## src/rtl/matrix_result_reader.sv

```systemverilog
`default_nettype none
// +----------------------------------------------------------------------------+
// | matrix_result_reader                                                       |
// | Snapshots the multiplier's MxP result array and streams it out row-major   |
// | over valid/ready. Optional trailing checksum beat: RESULT_CHECKSUM_EN.     |
// | Revision: 1.0                                                              |
// +----------------------------------------------------------------------------+
module matrix_result_reader #(
  parameter int M  = 2,
  parameter int P  = 2,
  parameter int IW = $clog2((((M > P) ? M : P) > 2) ? ((M > P) ? M : P) : 2)
) (
  input  logic                       clk,
  input  logic                       reset,
  input  logic [M-1:0][P-1:0][63:0]  array_c,
  input  logic                       mult_ready,
  output logic [63:0]                out_data,
  output logic                       out_valid,
  input  logic                       out_ready,
  output logic [IW-1:0]              out_row,
  output logic [IW-1:0]              out_col,
  output logic                       out_last,
  output logic                       busy,
  output logic                       done
);

  localparam int c_num_elem = M * P;
  localparam int c_cw       = $clog2(c_num_elem + 1);

  typedef enum logic [1:0] {
    IDLE   = 2'd0,
    STREAM = 2'd1,
    DONE   = 2'd2
  } state_t;

  state_t                   r_state;
  logic                     r_armed;
  logic [c_cw-1:0]          r_idx;
  // Element 0 goes straight into out_data; r_bank[k] holds element k+1.
  logic [63:0]              r_bank [c_num_elem];
  logic [64*c_num_elem-1:0] w_flat;
  logic                     w_xfer;

  assign w_flat = array_c;
  assign w_xfer = out_valid & out_ready;
  assign busy   = out_valid;

`ifdef RESULT_CHECKSUM_EN
  logic [63:0] r_sum;
  logic        w_elem_last;
  assign w_elem_last = (r_idx == c_cw'(c_num_elem - 1));
`else
  logic [c_cw-1:0] w_idx_next;
  assign w_idx_next = r_idx + 1'b1;
`endif

  always_ff @(posedge clk or posedge reset) begin
    if (reset) begin
      r_state   <= IDLE;
      r_armed   <= 1'b1;
      r_idx     <= '0;
      out_data  <= '0;
      out_valid <= 1'b0;
      out_row   <= '0;
      out_col   <= '0;
      out_last  <= 1'b0;
      done      <= 1'b0;
      for (int k = 0; k < c_num_elem; k++) r_bank[k] <= '0;
`ifdef RESULT_CHECKSUM_EN
      r_sum     <= '0;
`endif
    end else begin
      done <= 1'b0;
      if (!mult_ready) r_armed <= 1'b1;
      case (r_state)
        IDLE: begin
          if (mult_ready && r_armed) begin
            r_armed   <= 1'b0;
            r_state   <= STREAM;
            r_idx     <= '0;
            out_valid <= 1'b1;
            out_data  <= w_flat[63:0];
            out_row   <= '0;
            out_col   <= '0;
            for (int k = 0; k < c_num_elem - 1; k++) r_bank[k] <= w_flat[64*(k+1) +: 64];
            r_bank[c_num_elem-1] <= '0;
`ifdef RESULT_CHECKSUM_EN
            out_last  <= 1'b0;
            r_sum     <= '0;
`else
            out_last  <= (c_num_elem == 1);
`endif
          end
        end
        STREAM: begin
          if (w_xfer) begin
            if (out_last) begin
              r_state   <= DONE;
              out_valid <= 1'b0;
              out_last  <= 1'b0;
              done      <= 1'b1;
            end else begin
              r_idx <= r_idx + 1'b1;
              for (int k = 0; k < c_num_elem - 1; k++) r_bank[k] <= r_bank[k+1];
              r_bank[c_num_elem-1] <= '0;
`ifdef RESULT_CHECKSUM_EN
              r_sum <= r_sum + out_data;
              if (w_elem_last) begin
                // Running sum excludes the element just sent, so add it here.
                out_data <= r_sum + out_data;
                out_row  <= '0;
                out_col  <= '0;
                out_last <= 1'b1;
              end else begin
                out_data <= r_bank[0];
                out_last <= 1'b0;
                if (out_col == IW'(P - 1)) begin
                  out_col <= '0;
                  out_row <= out_row + 1'b1;
                end else begin
                  out_col <= out_col + 1'b1;
                end
              end
`else
              out_data <= r_bank[0];
              out_last <= (w_idx_next == c_cw'(c_num_elem - 1));
              if (out_col == IW'(P - 1)) begin
                out_col <= '0;
                out_row <= out_row + 1'b1;
              end else begin
                out_col <= out_col + 1'b1;
              end
`endif
            end
          end
        end
        DONE: begin
          r_state <= IDLE;
        end
        default: begin
          r_state <= IDLE;
        end
      endcase
    end
  end

endmodule
`default_nettype wire

```

## config.mk

```make
export PLATFORM = sky130hd
export DESIGN_NAME = matrix_result_reader
export DESIGN_NICKNAME = d
export VERILOG_FILES = /design/src/rtl/matrix_result_reader.sv
export SDC_FILE = /design/constraint.sdc
export NUM_CORES = 1
export LEC_CHECK = 0
export ABC_AREA = 1
export CAP_MARGIN = 0
export CORE_MARGIN = 2
export CORE_UTILIZATION = 51
export CTS_BUF_LIST = sky130_fd_sc_hd__clkbuf_8
export DETAILED_ROUTE_END_ITERATION = 6
export GPL_TIMING_DRIVEN = 0
export PLACE_DENSITY_LB_ADDON = 0.05
export SLEW_MARGIN = 5
export SYNTH_ARGS = -nofsm -noshare
export SYNTH_HDL_FRONTEND = slang
export SYNTH_SLANG_ARGS = --single-unit
```

## constraint.sdc

```tcl
create_clock -name clk -period 9.6 [get_ports clk]
set_input_delay 1.44 -clock clk [delete_from_list [all_inputs] [get_ports clk]]
set_output_delay 1.44 -clock clk [all_outputs]
set_load 0.01 [all_outputs]
```

==> metrics, run 1 <==
worst hold path startpoint r_bank[115]; static leakage approximately 7.7 nW; row count 57; gr ovfl total 0; final hold vios 0; fin crit share a little under a third; setup violators final 0; Die W approximately 160 um; DRC violations left 0; crit end category primary output; Synth Area in Compound Gates between 15 and 20%; synthesis-to-layout area growth 36.2%; Net Count, Synth approximately 1.8k; slowest cell on the critical path clkdlybuf4s50_1; main combinational cell family by area after synthesis compound AO/OA/AOI/OAI gates; total track usage between 20% and 30%; Die H roughly 160 um; Buf/Inv on CP 2; final WL 35,000 um; TritonCTS clock tree built; Yosys Warn Count 0; r2r endpoint r_bank[112]; share of Yosys cell area claimed by the top area cell type a little over half; Slew @ Worst Pin 0.593 ns; clock period minus worst slack slightly above 3 ns; hold slack ~0.48 ns; Synth Cell Area between 10,000 and 15,000 um2; # H-tree levels 2; num ports between 300 and 400; Num CTS Buffers 44; mux cell area share after synthesis 0%; Achievable Freq about 0.33 GHz; DRT Pass-1 Iters 5; Seq cells post-synth 267; setup_tns 0 ns; post-synthesis xor/xnor area fraction 0%; Netlist cell types 23; WP data required just over 8 ns; worst skew pair latency around 0.55 ns; Post-synth ARST share 100%; CP Cell Sequence buf_4, clkdlybuf4s50_1; Worst Setup Slack, final 6.55 ns; final slew viol count 0; critical path type flop to primary output; reg2reg start r_state[1]; Post-Synthesis Cells approximately 1.6k; Hold-fix buffers, CTS 0; post-cts resize count 0; number of global-route vias before repair ~11k; largest net degree at the start of global routing around 120; ys flop type dfrtp_1; number of antenna violations at the first check in global routing 1; status complete, no violations; RePlAce Congestion roughly 0.89; CP arrival roughly 1.6 ns; worst vdd ir ~0.000086 V; via/cell ratio between 4 and 5; Clock Tree Root clkbuf_8; Setup Buffers After CTS 0; clk slew on worst S/H paths 0.06 ns; synth top area cells dfrtp_1 52%, nand2_1 16%, o21ai_1 11%, o21ai_0 6.4%, inv_1 5.8%; RSZ-0062 raised after global routing no; Initial Util between 50 and 60%; Crit path max-delay family buffers and inverters; total power draw approximately 2.2 mW; Worst Hold Depth 2; Post-synth EDFFs 0; Max Cap Viol 0; P per Cell Area approximately 130 nW/um2; synthesized area per cell between 8 and 9 um2; Startpoint Class flop; flop2flop setup slack between 7 and 8 ns; Seq/Total Area, Yosys roughly 52%; Synth area leader dfrtp_1; Clock Tree Buf Depth 3; post-DR wirelength/cell ~15 um; worst clock skew 0.0152 ns; DR vias approximately 11k; synthesized-area fraction occupied by adder cells 0.196%; total core area ~24,000 um2; R2R depth 5; end of the worst hold path r_bank[115]; fraction of layout cells with a size suffix above 1 about 8.6%; commonest non-fill, non-tap cells in the layout 533 x nand2_1, 329 x clkdlybuf4s50_1, 291 x o21ai_1; Simple-Gate Fraction of Synth Area about 16%; Slew Limit Headroom roughly three fifths; Slowest Stage Delay on Critical Path 0.52 ns; leading cell type in the layout, fill and taps excluded nand2_1; Iter 0 DRT Violations 671; ANT nets after route 0; Die Footprint 26,300 um2; global-route wire length before repair between 50,000 and 60,000 um; nets between 2k and 2.5k; Setup Slack @ Placement 6.31 ns; Port-buffer cells between 300 and 400; clk sinks 267; worst hold path type flop to flop; Max FO, Critical Path 4; Detail Placement HPWL 26,300 um
[stage by stage]
step / area, um2 / std cells / utilization [%]
after floorplan: 12800 / 1581 / -
after global placement: 16500 / 2234 / 67.3
after detailed placement: 16500 / 2236 / 67.6
after CTS: 17400 / 2313 / 71.1
after global routing: 17400 / 2313 / 71.1
final: 17400 / 2314 / 71.1
[worst register-to-register path: stages (launching register included)]
cell and delay, ns:
dfrtp_1 0.46, nor2_4 0.22, o21ai_2 0.12, nand2_4 0.15, clkbuf_1 0.46, o21ai_0 0.17
[cells in the mapped netlist, types with 2 or more instances]
cell        n
o21ai_0   162
buf_6      52
inv_1     198
clkbuf_1    9
o21ai_1   291
dfrtp_1   266
nand2_1   533
nand3_1     6
ha_1        2
buf_4      26
nor3_1      2
buf_2      20
inv_2       2
nor2_1      3
[logic make-up (layout without fill, tap and decap cells)]
kind of cell               Yosys count  after routing
and+or+nand+nor                    549            549
AOI/OAI and AO/OA                  455            455
buffers and inverters              308            716
DFF                                267            267
adders and majority gates            2              2
other                                0              1
[registers in the layout, indices dropped and copies added (netlist names)]
signal    cells
busy          1
out_data     64
r_armed       1
out_last      1
out_col       1
done          1
r_idx         3
r_bank      192
out_row       1
r_state       2
[worst max-delay path by stage]
stage | end | cells after the start | slack (ns) | from
finish | out_valid | 2 | 6.55 | busy
global route | out_valid | 2 | 6.50 | busy
CTS | out_valid | 2 | 6.54 | busy
detailed placement | r_armed | 4 | 6.31 | reset
global placement | out_data[55] | 2 | -2.25 | reset
floorplan | busy | 1 | 0.81 | reset
[layout make-up]
type	instances	area, um2
sequential	267	6680
multi-input combinational	1006	4410
inverter	200	758
antenna	1	2.50
clock inverter	21	88.8
timing repair buffer	331	3350
buffer	108	922
tap	324	405
fill	2016	7070
clock buffer	56	771
[per-layer routing]
metal	GRT usage, %	routed length [um]
met1	33.5	14600
met4	8.53	983
met2	47.5	17300
met3	5.18	2120
met5	0	0
[power breakdown]
part	switching, mW	total (mW)	leakage, nW	internal (mW)
combinational	0.0512	0.150	3.51	0.0992
sequential	0.000149	1.13	3.70	1.13
clock	0.442	0.963	0.501	0.521
Power figures use the tool's default switching activity.
==> run 2: changes to the inputs <==
- CORE_UTILIZATION: 51 -> 46
- clock period: 9.6 -> 2.7 ns (I/O delays scaled with it)
==> run 2 against run 1 <==
Flip-flop and latch count unchanged. Via count hardly changed. Clock skew rose by 0.012 ns. Utilization fell by 6.2 points. Global-route usage down 2.1 points. Total power rose to 3.6 times the previous value. Die area is 11% higher. Clock power rose to 3.7 times the previous value. Register-to-register slack worse by 6.9 ns. Critical path depth did not move. Largest power group unchanged.
==> metrics, run 2 (synthesis results as in run 1) <==
Hold-fix buffers, CTS 0 (unchanged); total track usage 24.8% (was 26.9%); # H-tree levels 2 (unchanged); final hold vios 0 (unchanged); final slew viol count 0 (unchanged); r2r endpoint r_bank[108] (was r_bank[112]); fraction of layout cells with a size suffix above 1 9.06% (was 8.60%); # fillers 2,461 (was 2,016); Initial Util 47.1% (was 52.2%); final WL 36,000 um (was 35,000 um); leading cell type in the layout, fill and taps excluded nand2_1 (unchanged); Storage cell area 6680 um2 (unchanged); Die H 171 um (was 162 um); gr ovfl total 0 (unchanged); Iter 0 DRT Violations 538 (was 671); worst vdd ir 0.000297 V (was 0.0000862 V); status complete, no violations (unchanged); Max FO, Critical Path 4 (unchanged); num ports 330 (unchanged); worst clock skew 0.0277 ns (was 0.0152 ns); row count 60 (was 57); CP Cell Sequence buf_4, clkdlybuf4s50_1 (unchanged); Clock Tree Buf Depth 3 (unchanged); Num CTS Buffers 46 (was 44); Die Footprint 29,100 um2 (was 26,300 um2); Max Cap Viol 0 (unchanged); worst skew pair latency 0.56 ns (was 0.55 ns); static leakage 7.78 nW (was 7.71 nW); total power draw 8.15 mW (was 2.24 mW); setup violators final 0 (unchanged); largest net degree at the start of global routing 42 (was 117); ANT nets after route 0 (unchanged); via/cell ratio 4.77 (was 4.89); commonest non-fill, non-tap cells in the layout 533 x nand2_1, 329 x clkdlybuf4s50_1, 291 x o21ai_1 (unchanged); DR vias 11.3k (about the same); number of antenna violations at the first check in global routing 4 (was 1); RSZ-0062 raised after global routing no (unchanged); number of global-route vias before repair 11.2k (was 11.4k); post-cts resize count 0 (unchanged); R2R depth 5 (unchanged); DRC violations left 0 (unchanged); synthesis-to-layout area growth 37.8% (was 36.2%); TritonCTS clock tree built (unchanged); Startpoint Class flop (unchanged); Multi-input gate area 4410 um2 (unchanged); WP data required 2.30 ns (was 8.16 ns); worst hold path type primary input to async pin (was flop to flop); slowest cell on the critical path clkdlybuf4s50_1 (unchanged); reg2reg start r_state[1] (unchanged); max reg flops 192 (unchanged); Achievable Freq 0.494 GHz; Setup Buffers After CTS 0 (unchanged); global-route wire length before repair 56,600 um (was 55,900 um); critical path type flop to primary output (unchanged); nets 2,227 (was 2,220); flop2flop setup slack 0.94 ns (was 7.88 ns); clk slew on worst S/H paths 0.06 ns (about the same); Largest regs r_bank x192, out_data x64, r_idx x3 (unchanged); Slew Limit Headroom 63.4% (was 60.4%); largest reg by FF count r_bank (unchanged); fin crit share between 70% and 80%; setup_tns 0 ns (unchanged); Slew @ Worst Pin 0.549 ns (was 0.593 ns); clk sinks 267 (unchanged); CP arrival 1.62 ns (was 1.61 ns); DRT Pass-1 Iters 5 (unchanged); crit end category primary output (unchanged); P per Cell Area 463 nW/um2 (was 129 nW/um2); Port-buffer cells 329 (unchanged); Die W 171 um (was 162 um); post-DR wirelength/cell 15.2 um (was 15.1 um); Clock Tree Root clkbuf_8 (unchanged); total core area 27,100 um2 (was 24,500 um2); Slowest Stage Delay on Critical Path 0.52 ns (about the same); Detail Placement HPWL 27,500 um (was 26,300 um); RePlAce Congestion 0.896 (was 0.889); clock period minus worst slack 2.02 ns
[run 2: cell count changes in the layout (fill, tap and decap cells not counted), sizes merged]
cell / before / now
clkinv: 2 / 4
clkbuf: 66 / 71
inv: 217 / 214
buf: 100 / 105
clkinvlp: 2 / 1
diode: 1 / 5
[run 2: layout make-up]
type                       instances  area share, %
antenna                            5         0.0711
buffer                           108           5.24
clock buffer                      61           4.77
clock inverter                    19          0.434
inverter                         200           4.29
multi-input combinational       1006           25.1
sequential                       267           38.0
tap                              372           2.65
timing repair buffer             336           19.5
[run 2: per-layer routing]
metal | up-vias | GRT usage [%] | share of wire [%]
li1 | 5769 | - | -
met1 | 5157 | 30.8 | 42
met2 | 334 | 42.7 | 48
met3 | 61 | 5.51 | 6.6
met4 | 0 | 8.96 | 2.8
met5 | - | 0 | 0
[run 2: power by group]
| group | internal, mW | switching [mW] |
|---|---|---|
| sequential | 4.01 | 0.000624 |
| combinational | 0.365 | 0.185 |
| clock | 2.00 | 1.60 |
[run 2: critical path, delay by kind of cell, from the launching register on]
| family | cells | cell delay [ns] |
|---|---|---|
| flops | 1 | 0.42 |
| buf+inv | 2 | 0.65 |
[run 2: per-stage QoR]
stage | setup slack [ns] | std cells | util (%) | cell area [um2] | hold slack (ns)
2_1_floorplan | -1.23 | 1581 | - | 12800 | 0.448
3_3_place_gp | -3.13 | 2282 | 61.0 | 16500 | 0.463
3_5_place_dp | 0.620 | 2289 | 61.5 | 16700 | 0.470
4_1_cts | 0.649 | 2369 | 64.9 | 17600 | 0.224
5_1_grt | 0.621 | 2372 | 64.9 | 17600 | 0.257
6_report | 0.678 | 2374 | 64.9 | 17600 | 0.236
[run 2: how the worst max path moves through the flow]
stage	startpoint	endpoint	slack, ns	cells after the start
CTS	busy	out_valid	0.65	2
detailed placement	mult_ready	r_bank[113]	0.62	8
floorplan	reset	busy	-1.23	1
finish	busy	out_valid	0.68	2
global route	busy	out_valid	0.62	2
global placement	reset	r_bank[110]	-3.13	2
